--- config.mk ---
export PLATFORM = sky130hd
export DESIGN_NAME = sub_borrow_pipe
export DESIGN_NICKNAME = d
export VERILOG_FILES = /design/src/rtl/sub_pkg.sv /design/src/rtl/sub_borrow_slice.sv /design/src/rtl/sub_borrow_pipe.sv
export SDC_FILE = /design/constraint.sdc
export NUM_CORES = 1
export LEC_CHECK = 0
export CORE_ASPECT_RATIO = 1.25
export CORE_UTILIZATION = 60
export DETAILED_ROUTE_END_ITERATION = 12
export DONT_BUFFER_PORTS = 1
export GPL_ROUTABILITY_DRIVEN = 0
export PLACE_DENSITY = 0.88
export SLEW_MARGIN = 20
export SYNTH_ARGS = -nofsm -noshare
export SYNTH_HDL_FRONTEND = slang
export SYNTH_SLANG_ARGS = --single-unit
--- constraint.sdc ---
create_clock -name clk -period 2.66 [get_ports clk]
set_clock_uncertainty 0.2 [all_clocks]
set_input_delay 0.266 -clock clk [delete_from_list [all_inputs] [get_ports clk]]
set_output_delay 0.266 -clock clk [all_outputs]
set_load 0.02 [all_outputs]
--- src/rtl/sub_pkg.sv ---
// Shared constants for the pipelined borrow subtractor.
//   SUB_WIDTH_DEF : default operand/result width
//   SUB_STAGES    : register stages from accepted operand beat to result beat
package sub_pkg;

    localparam int unsigned SUB_WIDTH_DEF = 8;
    localparam int unsigned SUB_STAGES    = 2;

endpackage

--- src/rtl/sub_borrow_slice.sv ---
// Combinational N-bit subtract slice: d = x - y - bi, bo = borrow out.
// Ports:
//   x, y : input  [N-1:0] minuend / subtrahend
//   bi   : input  borrow-in
//   d    : output [N-1:0] difference
//   bo   : output borrow-out
module sub_borrow_slice #(
    parameter int unsigned N = 4
) (
    input  logic [N-1:0] x,
    input  logic [N-1:0] y,
    input  logic         bi,
    output logic [N-1:0] d,
    output logic         bo
);

    logic [N-1:0] gen;
    logic [N-1:0] prop;
    logic [N:0]   br;

    // A bit generates a borrow when x=0,y=1; it passes an incoming borrow when x==y.
    assign gen  = ~x & y;
    assign prop = ~(x ^ y);

    // Ripple borrow chain.
    always_comb begin
        br    = '0;
        br[0] = bi;
        for (int unsigned i = 0; i < N; i++) begin
            br[i+1] = gen[i] | (prop[i] & br[i]);
        end
    end

    assign d  = x ^ y ^ br[N-1:0];
    assign bo = br[N];

endmodule

--- src/rtl/sub_borrow_pipe.sv ---
// Two-stage pipelined unsigned subtractor with valid/ready handshakes.
// Stage 1 subtracts the low half with bin; stage 2 subtracts the high half
// with the registered mid borrow and holds the result until consumed.
// Ports:
//   clk, rst            : clock, synchronous active-high reset
//   in_valid / in_ready : operand beat handshake (a, b, bin)
//   out_valid/out_ready : result beat handshake (diff, bout[, ovf])
//   ovf                 : signed overflow, present only with SUB_BORROW_OVF_EN
module sub_borrow_pipe
    import sub_pkg::*;
#(
    parameter int unsigned WIDTH = SUB_WIDTH_DEF
) (
    input  logic             clk,
    input  logic             rst,
    input  logic             in_valid,
    output logic             in_ready,
    input  logic [WIDTH-1:0] a,
    input  logic [WIDTH-1:0] b,
    input  logic             bin,
    output logic             out_valid,
    input  logic             out_ready,
`ifdef SUB_BORROW_OVF_EN
    output logic             ovf,
`endif
    output logic [WIDTH-1:0] diff,
    output logic             bout
);

    localparam int unsigned HALF = WIDTH / 2;

    logic            s1_valid;
    logic [HALF-1:0] s1_dlo;
    logic            s1_bmid;
    logic [HALF-1:0] s1_ahi;
    logic [HALF-1:0] s1_bhi;

    logic [HALF-1:0] dlo;
    logic            blo;
    logic [HALF-1:0] dhi;
    logic            bhi;
    logic            advance;
    logic            accept;

    // Stage 2 can take new content when empty or when its beat leaves this cycle.
    assign advance  = !out_valid || out_ready;
    assign in_ready = !s1_valid || advance;
    assign accept   = in_valid && in_ready;

    sub_borrow_slice #(.N(HALF)) u_lo (
        .x  (a[HALF-1:0]),
        .y  (b[HALF-1:0]),
        .bi (bin),
        .d  (dlo),
        .bo (blo)
    );

    sub_borrow_slice #(.N(HALF)) u_hi (
        .x  (s1_ahi),
        .y  (s1_bhi),
        .bi (s1_bmid),
        .d  (dhi),
        .bo (bhi)
    );

    // Stage 1: low-half result, mid borrow and the untouched high halves.
    always_ff @(posedge clk) begin
        if (rst) begin
            s1_valid <= 1'b0;
            s1_dlo   <= '0;
            s1_bmid  <= 1'b0;
            s1_ahi   <= '0;
            s1_bhi   <= '0;
        end else if (accept) begin
            s1_valid <= 1'b1;
            s1_dlo   <= dlo;
            s1_bmid  <= blo;
            s1_ahi   <= a[WIDTH-1:HALF];
            s1_bhi   <= b[WIDTH-1:HALF];
        end else if (advance) begin
            s1_valid <= 1'b0;
        end
    end

    // Stage 2: full result, held while the consumer stalls.
    always_ff @(posedge clk) begin
        if (rst) begin
            out_valid <= 1'b0;
            diff      <= '0;
            bout      <= 1'b0;
        end else if (advance) begin
            out_valid <= s1_valid;
            if (s1_valid) begin
                diff <= {dhi, s1_dlo};
                bout <= bhi;
            end
        end
    end

`ifdef SUB_BORROW_OVF_EN
    // Overflow: operand signs differ and the result sign differs from a's.
    always_ff @(posedge clk) begin
        if (rst) begin
            ovf <= 1'b0;
        end else if (advance && s1_valid) begin
            ovf <= (s1_ahi[HALF-1] ^ s1_bhi[HALF-1]) & (dhi[HALF-1] ^ s1_ahi[HALF-1]);
        end
    end
`endif

endmodule

# After elaboration in Yosys (flattened, before gate mapping)
# Index checks and enable logic that the tools add are counted.
dict set report word_totals {
  ff_bits 24
}
dict set report op_classes {
  mux 2
  bitwise 26
  reduce_logical 7
}
# cell count
set ops {}
lappend ops {{4-bit inverter} 4}
lappend ops {{4-bit bitwise XOR} 4}
lappend ops {{1-bit bitwise AND} 8}
lappend ops {{4-bit bitwise AND} 2}
lappend ops {{1-bit OR} 8}
lappend ops {{1-bit logical NOT} 2}
lappend ops {{1-bit logical OR} 2}
lappend ops {{1-bit two-way mux} 2}
lappend ops {{2-bit AND reduction} 1}
lappend ops {{2-bit nonzero test} 1}
lappend ops {{1-bit logical AND} 1}

# Logic depth before layout (Yosys ltp)
dict set report depth {
  depth_word 10
  ltp_mapped 9
}

# Hierarchy
# From an unflattened synthesis, not the netlist that was laid out.
dict set report hier_totals {
  cells_unflattened 134
  area_unflattened_um2 1260.0
}
# mod instances cells_each area_each_um2 seq_area_each_um2
set by_module_without_submodules {}
lappend by_module_without_submodules {sub_borrow_pipe 1 106 1024.7 480.5}
lappend by_module_without_submodules {sub_borrow_slice 2 14 117.6 0.0}

# Worst setup path before layout
# OpenSTA, ideal clock, no wires.
dict set report synth_timing {
  kind {register to register}
  from {register s1_bmid}
  to {register diff[7]}
  setup_time_ns 0.120
  t_arrival_ns 1.858
  t_required_ns 2.340
  path_slack_ns 0.482
  stages_incl_launch_ff 10
  path_buffers 0
  path_cell_list {dfxtp_1 -> inv_1 -> fa_1 -> inv_1 -> fa_1 -> fa_1 -> inv_1 -> fa_1 -> nand3_1 -> a21oi_1}
}
dict set report synth_via {
  elab_chain_cells 7
}
# element line
set synth_lines {}
lappend synth_lines {{from (decl)} sub_borrow_pipe.sv:34} ;# logic s1_bmid;
lappend synth_lines {{from (signal assigned)} sub_borrow_pipe.sv:77} ;# s1_bmid <= blo;
lappend synth_lines {{1-bit bitwise AND} sub_borrow_slice.sv:30} ;# br[i+1] = gen[i] | (prop[i] & br[i]);
lappend synth_lines {{1-bit OR} sub_borrow_slice.sv:30}
lappend synth_lines {{1-bit bitwise AND} sub_borrow_slice.sv:30}
lappend synth_lines {{1-bit OR} sub_borrow_slice.sv:30}
lappend synth_lines {{1-bit bitwise AND} sub_borrow_slice.sv:30}
lappend synth_lines {{1-bit OR} sub_borrow_slice.sv:30}
lappend synth_lines {{4-bit bitwise XOR} sub_borrow_slice.sv:34} ;# assign d = x ^ y ^ br[N-1:0];
lappend synth_lines {{via dhi[3]} sub_borrow_pipe.sv:40} ;# logic [HALF-1:0] dhi;
lappend synth_lines {{to (signal assigned)} sub_borrow_pipe.sv:94} ;# diff <= {dhi, s1_dlo};
lappend synth_lines {{to (decl)} sub_borrow_pipe.sv:26} ;# output logic [WIDTH-1:0] diff,
# The timed path passes the listed nets, and every way through them passes these cells.
# A chain may end at the register's enable or synchronous reset.

# Final worst setup path
# Ends and elaborated chain as after synthesis.

==> run summary <==
The area growth from synthesis to final layout came out at 11.49%. The sequential-to-total area share from yosys stat is 40.46%. The total placed instance area is 1167 um^2. The flop and latch count out of synthesis came out at 24. The kind of end point of the critical path is a register. Measured against its own limit, the worst slew margin works out to 30.09%.

The worst IR drop on VDD came out at 0.3597 mV. The largest net degree at the start of global routing is 35. For the worst-skew pair, the clock arrives at the later sink with an insertion delay of 0.31 ns. The post-layout instance count excluding filler cells is 145. The HPWL after detailed placement is 1504 um. The total routing resource utilization after global routing is 21.21%.

The post-synth net total came out at 147. The count of different cell masters after synthesis is 21. Using the TritonRoute via totals, the vias-per-cell ratio works out to 5.821.

The share of flip-flops with an asynchronous set or reset after synthesis is 0%. The switching fraction of total power came out at 26.77%. The vertical die dimension came out at 51.74 um. The TritonCTS clock tree is done. Static timing analysis puts the maximum clock frequency at 417.5 MHz.

The largest buffer count on any clock path is 2. Clock tree synthesis selected as its root buffer the cell clkbuf_4. The analysis attributes to cell leakage a power of 0.5215 nW. The placed cell count came out at 129. The total wire length after detailed routing is 2118 um. The commonest cells after synthesis are dfxtp_1 (24), inv_1 (15), a21oi_1 (14), nand2b_1 (13), fa_1 (8). The cell with the most instances after synthesis is dfxtp_1. The number of antenna violations at the first check in global routing came to 0. The number of port buffers came out at 0. The setup TNS after final layout came out at 0 ns. The sequential power share is 58.0%. The critical path is of the register to register type. The areal power density over the cells came out at 540.0 nW/um^2.

The Yosys warning count came out at 0. The number of clock buffers inserted by TritonCTS came out at 3. The worst setup path is launched from a register. The area inside the core boundary is 1808 um^2. The floorplan row count came out at 17. The number of DRC markers after the initial detailed-route iteration is 8. The share of the core filled with cells is 73.22%.

The gate count after technology mapping came out at 118. After the last flow step, the layout net total stands at 156. The internal power summed over all cells came out at 0.0005235 W. The number of clock sinks is 24.

The run finished with clean final reports. The first TritonRoute pass finished after 4 iterations. The data required time at the worst endpoint came out at 2.61 ns. The die is 41.79 um wide. The final antenna diode count came out at 0. The number of flops mapped to enable cells by yosys came out at 0.

The share of Yosys cell area claimed by the top area cell type is 40.46%. The global-route wire length before repair came out at 3539 um. The relative contribution of combinational cells to total power came out at 15.7%.

The largest total area in the synthesized netlist belongs to dfxtp_1. The via count of the routed design came out at 844. After detailed routing, the average wire length per cell comes to 14.61 um. The flip-flop cell with the highest count after synthesis is dfxtp_1. The slew at the pin with the worst max-slew slack is 1.045 ns.

After clock tree synthesis, the clock-pin slew on the worst setup and hold paths is 0.12 ns. The number of H-tree levels came out at 1. The I/O pin count is 32. The min-delay analysis places its worst path in the category input port to register. The hold violation total from the final report is 0. The via count of the first global-routing pass is 873. In the routed design, unresolved DRC markers number 0.

The time the worst path needs with I/O delays and setup came out at 2.395 ns. Of the available clock period, the critical path in the final layout requires 90.04%. Setup violations remaining at the end of the flow were counted as 0. Setup repair after global routing left no endpoint under its margin. The maximum fanout count along the critical path came out at 2. After routing the design area is 1324 um^2. In this run the power spent charging and discharging nets is 0.0001914 W. The cell area after synthesis came out at 1187 um^2.

The remaining number of nets flagged by the antenna check after routing came out at 0. The max-slew violation total from the final report is 0. The share of post-route cells with drive strength above 1 came out at 9.524%. The post-route worst hold slack came out at 0.02502 ns.

The number of violations of the max-capacitance limit came out at 0. The clock network power share is 26.3%. The initial cell density of the core came out at 65.67%.

The die covers 2162 um^2. STA puts the critical path data arrival time at 2.35 ns. After synthesis, the cell types taking the most area are dfxtp_1 (40%), fa_1 (13%), nand2b_1 (6.8%).

The post-synthesis area per instance is 10.06 um^2. The total overflow reported by the global router is 0.
[layout by cell type (no fill, tap or decap), types with 6 or more instances in the layout]
master         synthesis  routed
mux2i_1                6       6
dfxtp_1               24      24
inv_1                 15      15
dlygate4sd3_1          0      12
a21oi_1               14      14
nand3_1                6       6
nand2b_1              13      13
fa_1                   8       8
o21ai_0                6       6
[state kept, by name, indices dropped and copies added, names as in the netlist]
signal / flops
diff: 8
s1_valid: 1
s1_bhi: 4
s1_bmid: 1
bout: 1
s1_ahi: 4
s1_dlo: 4
out_valid: 1
[stage by stage]
step | power [W] | setup WS (ns)
after floorplan | 0.0005015 | 0.4821
after detailed placement | 0.0005123 | 0.3390
final | 0.0007148 | 0.2650
after CTS | 0.0007179 | 0.2666
after global placement | 0.0005059 | 0.4283
after global routing | 0.0007482 | 0.1606
[power by group through the flow]
stage / sequential, W / clock [W] / combinational [W]
2_1_floorplan: 0.000414 / 0 / 0.0000871
3_3_place_gp: 0.000421 / 0 / 0.0000851
3_5_place_dp: 0.000422 / 0 / 0.0000899
4_1_cts: 0.000414 / 0.000190 / 0.000113
5_1_grt: 0.000417 / 0.000205 / 0.000126
6_report: 0.000414 / 0.000188 / 0.000112
[layout make-up]
class / instances / area (um^2)
multi-input combinational: 70 / 603.1
fill: 123 / 484.2
sequential: 24 / 480.5
timing repair buffer: 12 / 120.1
inverter: 16 / 60.06
clock buffer: 4 / 36.28
tap: 19 / 23.77
[critical path, stage by stage (launching register included)]
cell and delay, ns:
dfxtp_1 0.34, inv_1 0.08, fa_1 0.17, inv_1 0.05, fa_1 0.39, fa_1 0.38
inv_1 0.08, fa_1 0.41, nand3_1 0.08, a21oi_1 0.08
[layer usage]
| layer | global-route usage, % | routed length (um) | vias to the layer above | part of all wire [%] |
|---|---|---|---|---|
| met5 | 0 | 0 | - | 0 |
| met3 | 4.514 | 100 | 2 | 4.7 |
| met4 | 6.989 | 14 | 0 | 0.66 |
| met2 | 39.06 | 1092 | 24 | 52 |
| li1 | - | - | 417 | - |
| met1 | 24.26 | 910 | 401 | 43 |
[final timing paths]
check,from,end,slack (ns),cells past startpoint
worst max-delay path,s1_bmid,diff[7],0.26,9
worst min-delay path,a[3],s1_bmid,0.03,2
worst max register to register,s1_bmid,diff[7],0.26,9
worst min register to register,s1_dlo[0],s1_dlo[0],0.29,2
[timing repair]
item | CTS | global route
hold endpoints to repair | 24 | 0
resized for setup | 0 | 0
hold buffers | 12 | 0
buffers inserted | 0 | 0
[logic make-up after synthesis]
| group | count (synthesis) | synth area share (%) |
|---|---|---|
| compound gates | 31 | 18.13 |
| flops | 24 | 40.46 |
| buf+inv | 24 | 8.744 |
| simple gates | 25 | 14.12 |
| mux | 6 | 5.058 |
| fa+ha+maj | 8 | 13.49 |
Power figures use the tool's default switching activity.
